[src/rtl/twobutton_led_ctrl.sv]
// rtl/twobutton_led_ctrl.sv - debounced two-button front end cycling each LED through OFF/ON/BLINK
module twobutton_led_ctrl_debounce #(
  parameter int DEBOUNCE_CYCLES = 500000
) (
  input  logic clk,
  input  logic rst_n,
  input  logic btn_i,
  output logic press_o
);
  localparam int CW = $clog2(DEBOUNCE_CYCLES);
  localparam logic [CW-1:0] CNT_MAX = CW'(DEBOUNCE_CYCLES - 1);

  logic          sync1_q;
  logic          sync2_q;
  logic          stable_q;
  logic          stable_prev_q;
  logic          press_q;
  logic [CW-1:0] cnt_q;

  // Buttons are active-low, so "released" (1) is the idle value everywhere.
  always_ff @(posedge clk) begin
    if (!rst_n) begin
      sync1_q       <= 1'b1;
      sync2_q       <= 1'b1;
      stable_q      <= 1'b1;
      stable_prev_q <= 1'b1;
      press_q       <= 1'b0;
      cnt_q         <= '0;
    end else begin
      sync1_q       <= btn_i;
      sync2_q       <= sync1_q;
      stable_prev_q <= stable_q;
      press_q       <= stable_prev_q & ~stable_q;
      if (sync2_q == stable_q) begin
        cnt_q <= '0;
      end else if (cnt_q == CNT_MAX) begin
        stable_q <= sync2_q;
        cnt_q    <= '0;
      end else begin
        cnt_q <= cnt_q + 1'b1;
      end
    end
  end

  assign press_o = press_q;
endmodule

module twobutton_led_ctrl #(
  parameter int DEBOUNCE_CYCLES = 500000,
  parameter int BLINK_HALF      = 12500000
) (
  input  logic       clk,
  input  logic       rst_n,
  input  logic       bluebtn,
  input  logic       redbtn,
  output logic [0:1] led,
  output logic       blue_press,
  output logic       red_press
);
  localparam int PW = (BLINK_HALF > 1) ? $clog2(BLINK_HALF) : 1;
  localparam logic [PW-1:0] PRE_MAX = PW'(BLINK_HALF - 1);

  typedef enum logic [1:0] {
    MODE_OFF   = 2'b00,
    MODE_ON    = 2'b01,
    MODE_BLINK = 2'b10
  } mode_e;

  mode_e         blue_mode_q;
  mode_e         red_mode_q;
  logic [PW-1:0] pre_q;
  logic          blink_phase_q;
  logic [0:1]    led_q;
  logic          both_press;

  twobutton_led_ctrl_debounce #(.DEBOUNCE_CYCLES(DEBOUNCE_CYCLES)) u_blue (
    .clk     (clk),
    .rst_n   (rst_n),
    .btn_i   (bluebtn),
    .press_o (blue_press)
  );

  twobutton_led_ctrl_debounce #(.DEBOUNCE_CYCLES(DEBOUNCE_CYCLES)) u_red (
    .clk     (clk),
    .rst_n   (rst_n),
    .btn_i   (redbtn),
    .press_o (red_press)
  );

  assign both_press = blue_press & red_press;

  function automatic mode_e next_mode(input mode_e m, input logic press, input logic both);
    next_mode = MODE_OFF;
    case (m)
      MODE_OFF:   next_mode = press ? MODE_ON    : MODE_OFF;
      MODE_ON:    next_mode = press ? MODE_BLINK : MODE_ON;
      MODE_BLINK: next_mode = press ? MODE_OFF   : MODE_BLINK;
      default:    next_mode = MODE_OFF;
    endcase
    if (both) next_mode = MODE_OFF;
  endfunction

  function automatic logic led_bit(input mode_e m, input logic phase);
    led_bit = 1'b0;
    case (m)
      MODE_ON:    led_bit = 1'b1;
      MODE_BLINK: led_bit = phase;
      default:    led_bit = 1'b0;
    endcase
  endfunction

  // The blink phase is free-running and shared, so entering BLINK picks up wherever it is.
  always_ff @(posedge clk) begin
    if (!rst_n) begin
      pre_q         <= '0;
      blink_phase_q <= 1'b0;
      blue_mode_q   <= MODE_OFF;
      red_mode_q    <= MODE_OFF;
      led_q         <= 2'b00;
    end else begin
      if (pre_q == PRE_MAX) begin
        pre_q         <= '0;
        blink_phase_q <= ~blink_phase_q;
      end else begin
        pre_q <= pre_q + 1'b1;
      end
      blue_mode_q <= next_mode(blue_mode_q, blue_press, both_press);
      red_mode_q  <= next_mode(red_mode_q, red_press, both_press);
      led_q[0]    <= led_bit(blue_mode_q, blink_phase_q);
      led_q[1]    <= led_bit(red_mode_q, blink_phase_q);
    end
  end

  assign led = led_q;
endmodule
[config.mk]
export PLATFORM = sky130hd
export DESIGN_NAME = twobutton_led_ctrl
export DESIGN_NICKNAME = d
export VERILOG_FILES = /design/src/rtl/twobutton_led_ctrl.sv
export SDC_FILE = /design/constraint.sdc
export NUM_CORES = 1
export LEC_CHECK = 0
export ABC_AREA = 1
export CORE_AREA = 2 2 111 113
export DETAILED_ROUTE_END_ITERATION = 6
export DIE_AREA = 0 0 113 115
export PLACE_DENSITY = 0.63
export SYNTH_ARGS = -nofsm -noshare
export SYNTH_HDL_FRONTEND = slang
export SYNTH_SLANG_ARGS = --single-unit
[constraint.sdc]
create_clock -name clk -period 1.4 [get_ports clk]
set_clock_uncertainty 0.1 [all_clocks]
set_input_delay 0.14 -clock clk [delete_from_list [all_inputs] [get_ports clk]]
set_output_delay 0.14 -clock clk [all_outputs]
set_load 0.05 [all_outputs]
# Word level (Yosys, flattened, before mapping)

Index checks and enable logic that the tools add are counted.

Register bits after elaboration: 79

$add $sub $neg: 3
Equality and inequality tests: 9
Mux-type cells: 10
Bitwise operators: 9
Reductions and logical operators: 8

Operator list:

| operator                | number |
|---|---|
| $add A19 B1 Y19 const B | 2 |
| $eq A19 B19 Y1 const B  | 2 |
| $add A24 B1 Y24 const B | 1 |
| $eq A24 B24 Y1 const B  | 1 |
| $pmux W2 S3             | 2 |
| $mux W2                 | 4 |
| $not A1 Y1              | 6 |
| $reduce_or A3 Y1        | 2 |
| $eq A2 B1 Y1 const B    | 2 |
| $eq A2 B2 Y1 const B    | 2 |
| $logic_not A2 Y1        | 2 |
| $pmux W1 S2             | 2 |
| $reduce_and A2 Y1       | 2 |
| $reduce_or A2 Y1        | 2 |
| $and A1 B1 Y1           | 3 |
| $eq A1 B1 Y1            | 2 |
| $mux W1                 | 2 |

# Longest topological paths before layout

Gate-level depths: netlist of the first run.

Depth in word-level cells: 3
Gate-level depth with buffers: 9
Mapped depth without buffers: 9

# Cells and area by module

From an unflattened synthesis of the first run, not the netlist that was laid out.

Cell total of the unflattened synthesis: 562
Area, all modules: 3,957.5 um^2

Modules (own cells, without submodules):

| module                      | times used | cells each | area each (um^2) |
|---|---|---|---|
| twobutton_led_ctrl_debounce | 2          | 166        | 1,142.3 |
| twobutton_led_ctrl          | 1          | 230        | 1,672.9 |

# Worst setup path after synthesis of the first run

No wires, ideal clock.

Kind: reg2reg
From: register u_red.cnt_q[0]
To: register u_red.cnt_q[9]
Arrival: 1.215 ns
Required time: 1.185 ns
Setup slack: -0.030 ns
Cell stages (with the launch flop): 8
Clock period less this slack: 1.430 ns
Cells stage by stage: dfxtp_1 -> ha_1 -> nand2_1 -> nor2_2 -> nand3_2 -> nand2_4 -> buf_6 -> nor2_1

Cells in the longest elaborated chain, start to end: 2
Elaborated cells on any way between the ends: 3
Those cells by class: 1 x add/sub; 1 x eq/ne; 1 x reduce/logical

RTL lines:

| element                                                                 | line | RTL |
|---|---|---|
| from (decl)                                                             | 18   | `logic [CW-1:0] cnt_q;` |
| from (signal assigned)                                                  | 40   | `cnt_q <= cnt_q + 1'b1;` |
| parallel branches: the longest is 2 deep, another holds $add A19 B1 Y19 | --   |  |

Parallel ways; which one is timed is not known.
A chain may end at the register's enable or synchronous reset.

# Worst setup path in the final report of the first run

From: register u_blue.cnt_q[1]
To: register u_blue.cnt_q[17]

Cells in the longest elaborated chain, start to end: 2
Elaborated cells on any way between the ends: 3
Those cells by class: 1 x add/sub; 1 x eq/ne; 1 x reduce/logical

RTL lines:

| element                                                                 | line |
|---|---|
| from (decl)                                                             | 18 |
| from (signal assigned)                                                  | 40 |
| parallel branches: the longest is 2 deep, another holds $add A19 B1 Y19 | -- |

Parallel ways; which one is timed is not known.

==> impl_metrics.env, run 1 <==
export IMPL_status="finished with violations"
export IMPL_violations="setup timing"
export IMPL_path_delay_family="simple AND/OR/NAND/NOR gates"
export IMPL_cts_max_path_buffers=2
export IMPL_grt_max_degree=22
export IMPL_grt_pass1_wl_mm=15.18
export IMPL_critPathMaxStageDelay_ns=0.36
export IMPL_synth_cell_area_mm2=0.004045
export IMPL_peakVddDrop_mv=0.4753
export IMPL_post_route_cells_drive_above_1_share_pct=30.98
export IMPL_endpoint_kind="flop"
export IMPL_powerDensity_mw_per_mm2=845.5
export IMPL_cts_hold_buf=0
export IMPL_finalSetupViolations=2
export IMPL_clock_sinks=79
export IMPL_viasPerCell=4.737
export IMPL_setup_tns_final_ns=-0.004068
export IMPL_clk_pin_slew_ns=0.06
export IMPL_startpoint_type="flop"
export IMPL_whs_path_depth=2
export IMPL_synthesis_nets=594
export IMPL_ioPinCount=8
export IMPL_p_leak_nw=1.854
export IMPL_fin_nets=662
export IMPL_dieArea_mm2=0.01300
export IMPL_fin_crit_sh_pct=100.2
export IMPL_path_buf_inv=2
export IMPL_final_util_pct=46.06
export IMPL_layout_setup_ws_ns=-0.002178
export IMPL_cts_tree="built"
export IMPL_gp_congestion=0.8899
export IMPL_routed_wl_mm=9.363
export IMPL_grt_pass1_vias=3561
export IMPL_synth_seq_cells=79
export IMPL_fin_cells=799
export IMPL_crit_type="flop to flop"
export IMPL_max_freq_mhz=713.2
export IMPL_htree_num_levels=3
export IMPL_crit_required_ns=1.53
export IMPL_coreArea_mm2=0.01181
export IMPL_layout_common_cells="nand2_1, nor2_1, inv_1, dfxtp_1, buf_4"
export IMPL_grt_overflow_total=0
export IMPL_dr_pass1_iters=4
export IMPL_clock_latency_ns=0.34
export IMPL_worstMarginPinSlew_ns=0.3368
export IMPL_row_count=40
export IMPL_path_cells="ha_4 > nand2_4 > nor2_4 > buf_12 > nand3_4 > buf_6 > nand3_2 > nor2_1"
export IMPL_synth_yosys_seq_area_share_pct=39.10
export IMPL_clock_root_buffer="clkbuf_16"
export IMPL_num_vias=3785
export IMPL_layout_min_cycle_time_ns=1.402
export IMPL_syn_instance_count=579
export IMPL_cp_max_fo=5
export IMPL_drtIter0Drc=227
export IMPL_relSlewSlack_pct=76.96
export IMPL_cts_buffers=9
export IMPL_yosysWarnings=0
export IMPL_syn_to_final_growth_pct=34.49
export IMPL_dieWidth_um=113
export IMPL_max_cap_violations=0
export IMPL_slowest_stage="dfxtp_2"
export IMPL_initial_core_util_pct=34.25
export IMPL_io_buffers=7
export IMPL_finalHoldViolations=0
export IMPL_r2r_slack_ns=-0.002
export IMPL_ant_nets=0
export IMPL_wl_per_cell_um=11.72
export IMPL_dp_cells=772
export IMPL_grt_usage_pct=14.29
export IMPL_final_common_cell="nand2_1"
export IMPL_synth_cell_types=28
export IMPL_die_y_um=115
export IMPL_drcViolationCount=0
export IMPL_hold_path_class="input pin to flop"
export IMPL_antenna_found_initial=0
export IMPL_arrival_ns=1.54
export IMPL_hpwlAfterDp_mm=6.225
export IMPL_syn_avg_cell_area_um2=6.986
export IMPL_num_antenna_cells=0
export IMPL_slew_viol_final=0
export IMPL_worst_r2r_cell_count=8
export IMPL_crit_cells=8
export IMPL_rsz0062_at_grt="true"
[synth_stat cells, drive strengths merged]
cell type | instances | area share, %
nor2 | 145 | 15
nand2 | 140 | 14
dfxtp | 79 | 39
inv | 59 | 5.5
nand3 | 51 | 6.8
a21oi | 23 | 3.0
xor2 | 17 | 3.7
ha | 11 | 3.4
nand4 | 10 | 1.5
or2 | 9 | 1.4
xnor2 | 8 | 1.7
nor3 | 7 | 0.87
o21ai | 6 | 0.74
buf | 5 | 1.2
mux2i | 3 | 0.74
and2 | 2 | 0.31
o21a | 2 | 0.37
a2111oi | 1 | 0.22
nor3b | 1 | 0.31
[sequential cells by signal (all words and copies together), names as in the netlist, 2 cells and up]
signal        count
u_red.cnt_q      19
u_blue.cnt_q     19
pre_q            24
led               2
blue_mode_q       2
red_mode_q        2
[per-layer routing]
layer	up-vias	track usage, %	wire (um)
met1	1738	16.55	4161
li1	1959	-	-
met3	18	3.532	336
met5	-	0	0
met2	70	25.23	4667
met4	0	6.098	197
[power breakdown]
group | switching, W | internal [W]
Clock | 0.000908 | 0.00129
Sequential | 0.0000129 | 0.00226
Combinational | 0.0000632 | 0.0000609
Total | 0.000985 | 0.00361
[area by class of cell]
class,count,area [um^2]
tap,147,183.9
fill,1125,6371
clock buffer,13,260.3
inverter,59,221.5
multi-input combinational,439,2600
sequential,79,1624
timing repair buffer,59,533.0
clock inverter,3,17.52
[path summary, 6_finish.rpt]
kind	startpoint	endpoint
setup / recovery	u_blue.cnt_q[1]$_SDFF_PP0_	u_blue.cnt_q[17]$_SDFF_PP0_
hold / removal	redbtn	u_red.sync1_q$_SDFF_PN1_
setup reg to reg	u_blue.cnt_q[1]$_SDFF_PP0_	u_blue.cnt_q[17]$_SDFF_PP0_
hold reg to reg	u_red.sync1_q$_SDFF_PN1_	u_red.sync2_q$_SDFF_PN1_
[per-stage QoR]
| step | instance area, um^2 | hold WS (ns) | power (W) | worst slack (ns) |
|---|---|---|---|---|
| 6_report | 5440 | 0.2786 | 0.004600 | -0.002178 |
| 3_3_place_gp | 4638 | 0.2988 | 0.002420 | -0.1364 |
| 4_1_cts | 5042 | 0.2774 | 0.004627 | -0.04432 |
| 3_5_place_dp | 4638 | 0.2967 | 0.002424 | -0.1731 |
| 5_1_grt | 5440 | 0.2848 | 0.004746 | -0.09629 |
| 2_1_floorplan | 4051 | 0.1466 | 0.002380 | 0.0006907 |
[cells by family (layout without fill, tap and decap cells)]
group	Yosys count	in the layout	share of synthesized area, %
AO/OA/AOI/OAI	32	32	4.361
XOR/XNOR	25	25	5.413
buffers and inverters	64	134	6.712
flip-flops	79	79	39.10
adder cells (fa/ha/maj)	11	11	3.402
AND/OR/NAND/NOR	365	368	40.27
multiplexers	3	3	0.7424
[what timing repair did]
action,4_1_cts,5_1_grt
setup endpoints to repair,44,63
pin swaps,6,25
gates resized for setup,29,95
gates cloned,0,3
setup buffers,3,6
(Power assumes the default switching activity.)
==> run 2, diff against run 1 <==
==> constraint.sdc (replaced) <==
create_clock -name clk -period 1.4 [get_ports clk]
set_clock_uncertainty 0.1 [all_clocks]
set_input_delay 0.28 -clock clk [delete_from_list [all_inputs] [get_ports clk]]
set_output_delay 0.28 -clock clk [all_outputs]
set_load 0.05 [all_outputs]
==> run 2 against run 1 <==
Compared with the run above:
- the run still ends with setup timing left
- core utilization grew 2.1 points
- die area is the same
- critical path depth is the same
- global-route usage is 0.38 points higher
- via count is 4.1% higher
- register-to-register slack got worse by 0.04 ns
- count of clock-buffer cells in the layout shrank 3
- fmax down 2.8%
- critical path type unchanged
- critical endpoint is now pre_q[17]$_SDFF_PP0_
==> impl_metrics.env, run 2 (synthesis gave the netlist of run 1 again) <==
export IMPL_arrival_ns=1.57
export IMPL_die_y_um=115
export IMPL_final_common_cell="nand2_1"
export IMPL_violations="setup timing"
export IMPL_grt_overflow_total=0
export IMPL_seqPwrFrac_pct=47.4
export IMPL_max_cap_violations=0
export IMPL_routed_wl_mm=9.894
export IMPL_max_flop_register="pre_q"
export IMPL_max_freq_mhz=693.1
export IMPL_grt_usage_pct=14.67
export IMPL_critPathMaxStageDelay_ns=0.35
export IMPL_wl_per_cell_um=12.21
export IMPL_finalSetupViolations=13
export IMPL_relSlewSlack_pct=76.38
export IMPL_layout_setup_ws_ns=-0.04289
export IMPL_crit_required_ns=1.53
export IMPL_ioPinCount=8
export IMPL_hold_path_class="flop to flop"
export IMPL_initial_core_util_pct=34.25
export IMPL_post_place_ws_ns=-0.3193
export IMPL_rsz0062_at_grt="true"
export IMPL_status="finished with violations"
export IMPL_startpoint_type="flop"
export IMPL_cts_buffers=9
export IMPL_p_sw_w=0.001033
export IMPL_peakVddDrop_mv=0.5852
export IMPL_dr_pass1_iters=7
export IMPL_post_route_cells_drive_above_1_share_pct=35.14
export IMPL_comb_power_share_pct=3.4
export IMPL_clock_sinks=79
export IMPL_grt_pass1_wl_mm=15.64
export IMPL_cts_tree="built"
export IMPL_clock_latency_ns=0.34
export IMPL_dieWidth_um=113
export IMPL_slew_viol_final=0
export IMPL_htree_num_levels=3
export IMPL_row_count=40
export IMPL_coreArea_mm2=0.01181
export IMPL_hold_slack_ns=0.3099
export IMPL_cp_max_fo=4
export IMPL_powerDensity_mw_per_mm2=843.6
export IMPL_num_antenna_cells=0
export IMPL_drcViolationCount=0
export IMPL_p_leak_nw=1.954
export IMPL_path_delay_family="simple AND/OR/NAND/NOR gates"
export IMPL_drtIter0Drc=254
export IMPL_hpwlAfterDp_mm=6.349
export IMPL_slowest_stage="dfxtp_2"
export IMPL_endpoint_kind="flop"
export IMPL_cts_max_path_buffers=2
export IMPL_clk_pin_slew_ns=0.06
export IMPL_p_sw_share_pct=21.53
export IMPL_fin_crit_sh_pct=103.1
export IMPL_fin_nets=673
export IMPL_largestRegisters="pre_q (24), u_blue.cnt_q (19), u_red.cnt_q (19)"
export IMPL_grt_max_degree=19
export IMPL_crit_type="flop to flop"
export IMPL_layout_common_cells="nand2_1, nor2_1, inv_1, buf_4, dfxtp_1"
export IMPL_n_fill_cell=1115
export IMPL_finalHoldViolations=0
export IMPL_grt_pass1_vias=3676
export IMPL_clock_root_buffer="clkbuf_16"
export IMPL_num_vias=3942
export IMPL_ant_nets=0
export IMPL_syn_to_final_growth_pct=40.61
export IMPL_path_cells="buf_4 > nand2_2 > nor2_4 > nand3_2 > nor2_4 > nand2_1 > nand3_1 > nor2_1"
export IMPL_worstMarginPinSlew_ns=0.3454
export IMPL_dieArea_mm2=0.01300
export IMPL_viasPerCell=4.867
export IMPL_antenna_found_initial=0
export IMPL_layout_min_cycle_time_ns=1.443
export IMPL_largest_reg_flops=24
export IMPL_gp_congestion=0.8888
export IMPL_path_buf_inv=1
export IMPL_intPower_w=0.003765
export IMPL_crit_top_cell="nor2_4"
export IMPL_clockPowerShare_pct=49.2
export IMPL_io_buffers=7
-- run 2: path summary, 6_finish.rpt --
kind,start,end,slack [ns],depth (start not counted)
setup reg to reg,pre_q[0]$_SDFF_PP0_,pre_q[17]$_SDFF_PP0_,-0.04,8
hold / removal,u_blue.stable_prev_q$_SDFF_PN1_,u_blue.press_o$_SDFF_PN0_,0.31,2
setup / recovery,pre_q[0]$_SDFF_PP0_,pre_q[17]$_SDFF_PP0_,-0.04,8
hold reg to reg,u_blue.stable_prev_q$_SDFF_PN1_,u_blue.press_o$_SDFF_PN0_,0.31,2
-- run 2: repair_timing --
action                                  CTS  global route
hold endpoints to repair                  0             0
setup buffers                             7            12
gates cloned                              1             4
pin swaps                                12            33
gates resized for setup                  34           121
hold buffers                              0             0
endpoints found under the setup margin   61            64
-- run 2: cell type report --
cell class	instances	area (um^2)	share of cell area [%]
sequential	79	1627	28.60
multi-input combinational	439	2689	47.27
clock inverter	6	60.06	1.056
timing repair buffer	70	668.1	11.75
inverter	59	221.5	3.894
clock buffer	10	239.0	4.201
tap	147	183.9	3.234
-- run 2: metal layers --
metal	track usage (%)	wire, um
met5	0	0
met1	16.94	4270
met2	25.35	4945
met3	3.479	400
met4	7.724	278
-- run 2: tightest hold or removal path, delay by kind of cell, from the launching register on --
family	cells	cell delay, ns
flops	1	0.30
buf+inv	1	0.04
simple gates	1	0.03
-- run 2: through the flow --
step / std cells / utilization (%) / TNS, ns / power, W / area (um^2)
2_1_floorplan: 579 / - / 0 / 0.002380 / 4051
3_3_place_gp: 772 / 39.27 / -13.04 / 0.002421 / 4638
3_5_place_dp: 772 / 39.27 / -15.11 / 0.002424 / 4638
4_1_cts: 796 / 43.59 / -0.7469 / 0.004809 / 5149
5_1_grt: 810 / 48.16 / -1.783 / 0.004930 / 5688
6_report: 810 / 48.16 / -0.3208 / 0.004798 / 5688
-- run 2: power groups by stage --
stage / logic, W / clock network (W) / registers (W)
after floorplan: 0.0000581 / 0 / 0.00232
after global placement: 0.000100 / 0 / 0.00232
after detailed placement: 0.000103 / 0 / 0.00232
after CTS: 0.000127 / 0.00241 / 0.00228
after global routing: 0.000177 / 0.00248 / 0.00228
final: 0.000165 / 0.00236 / 0.00228
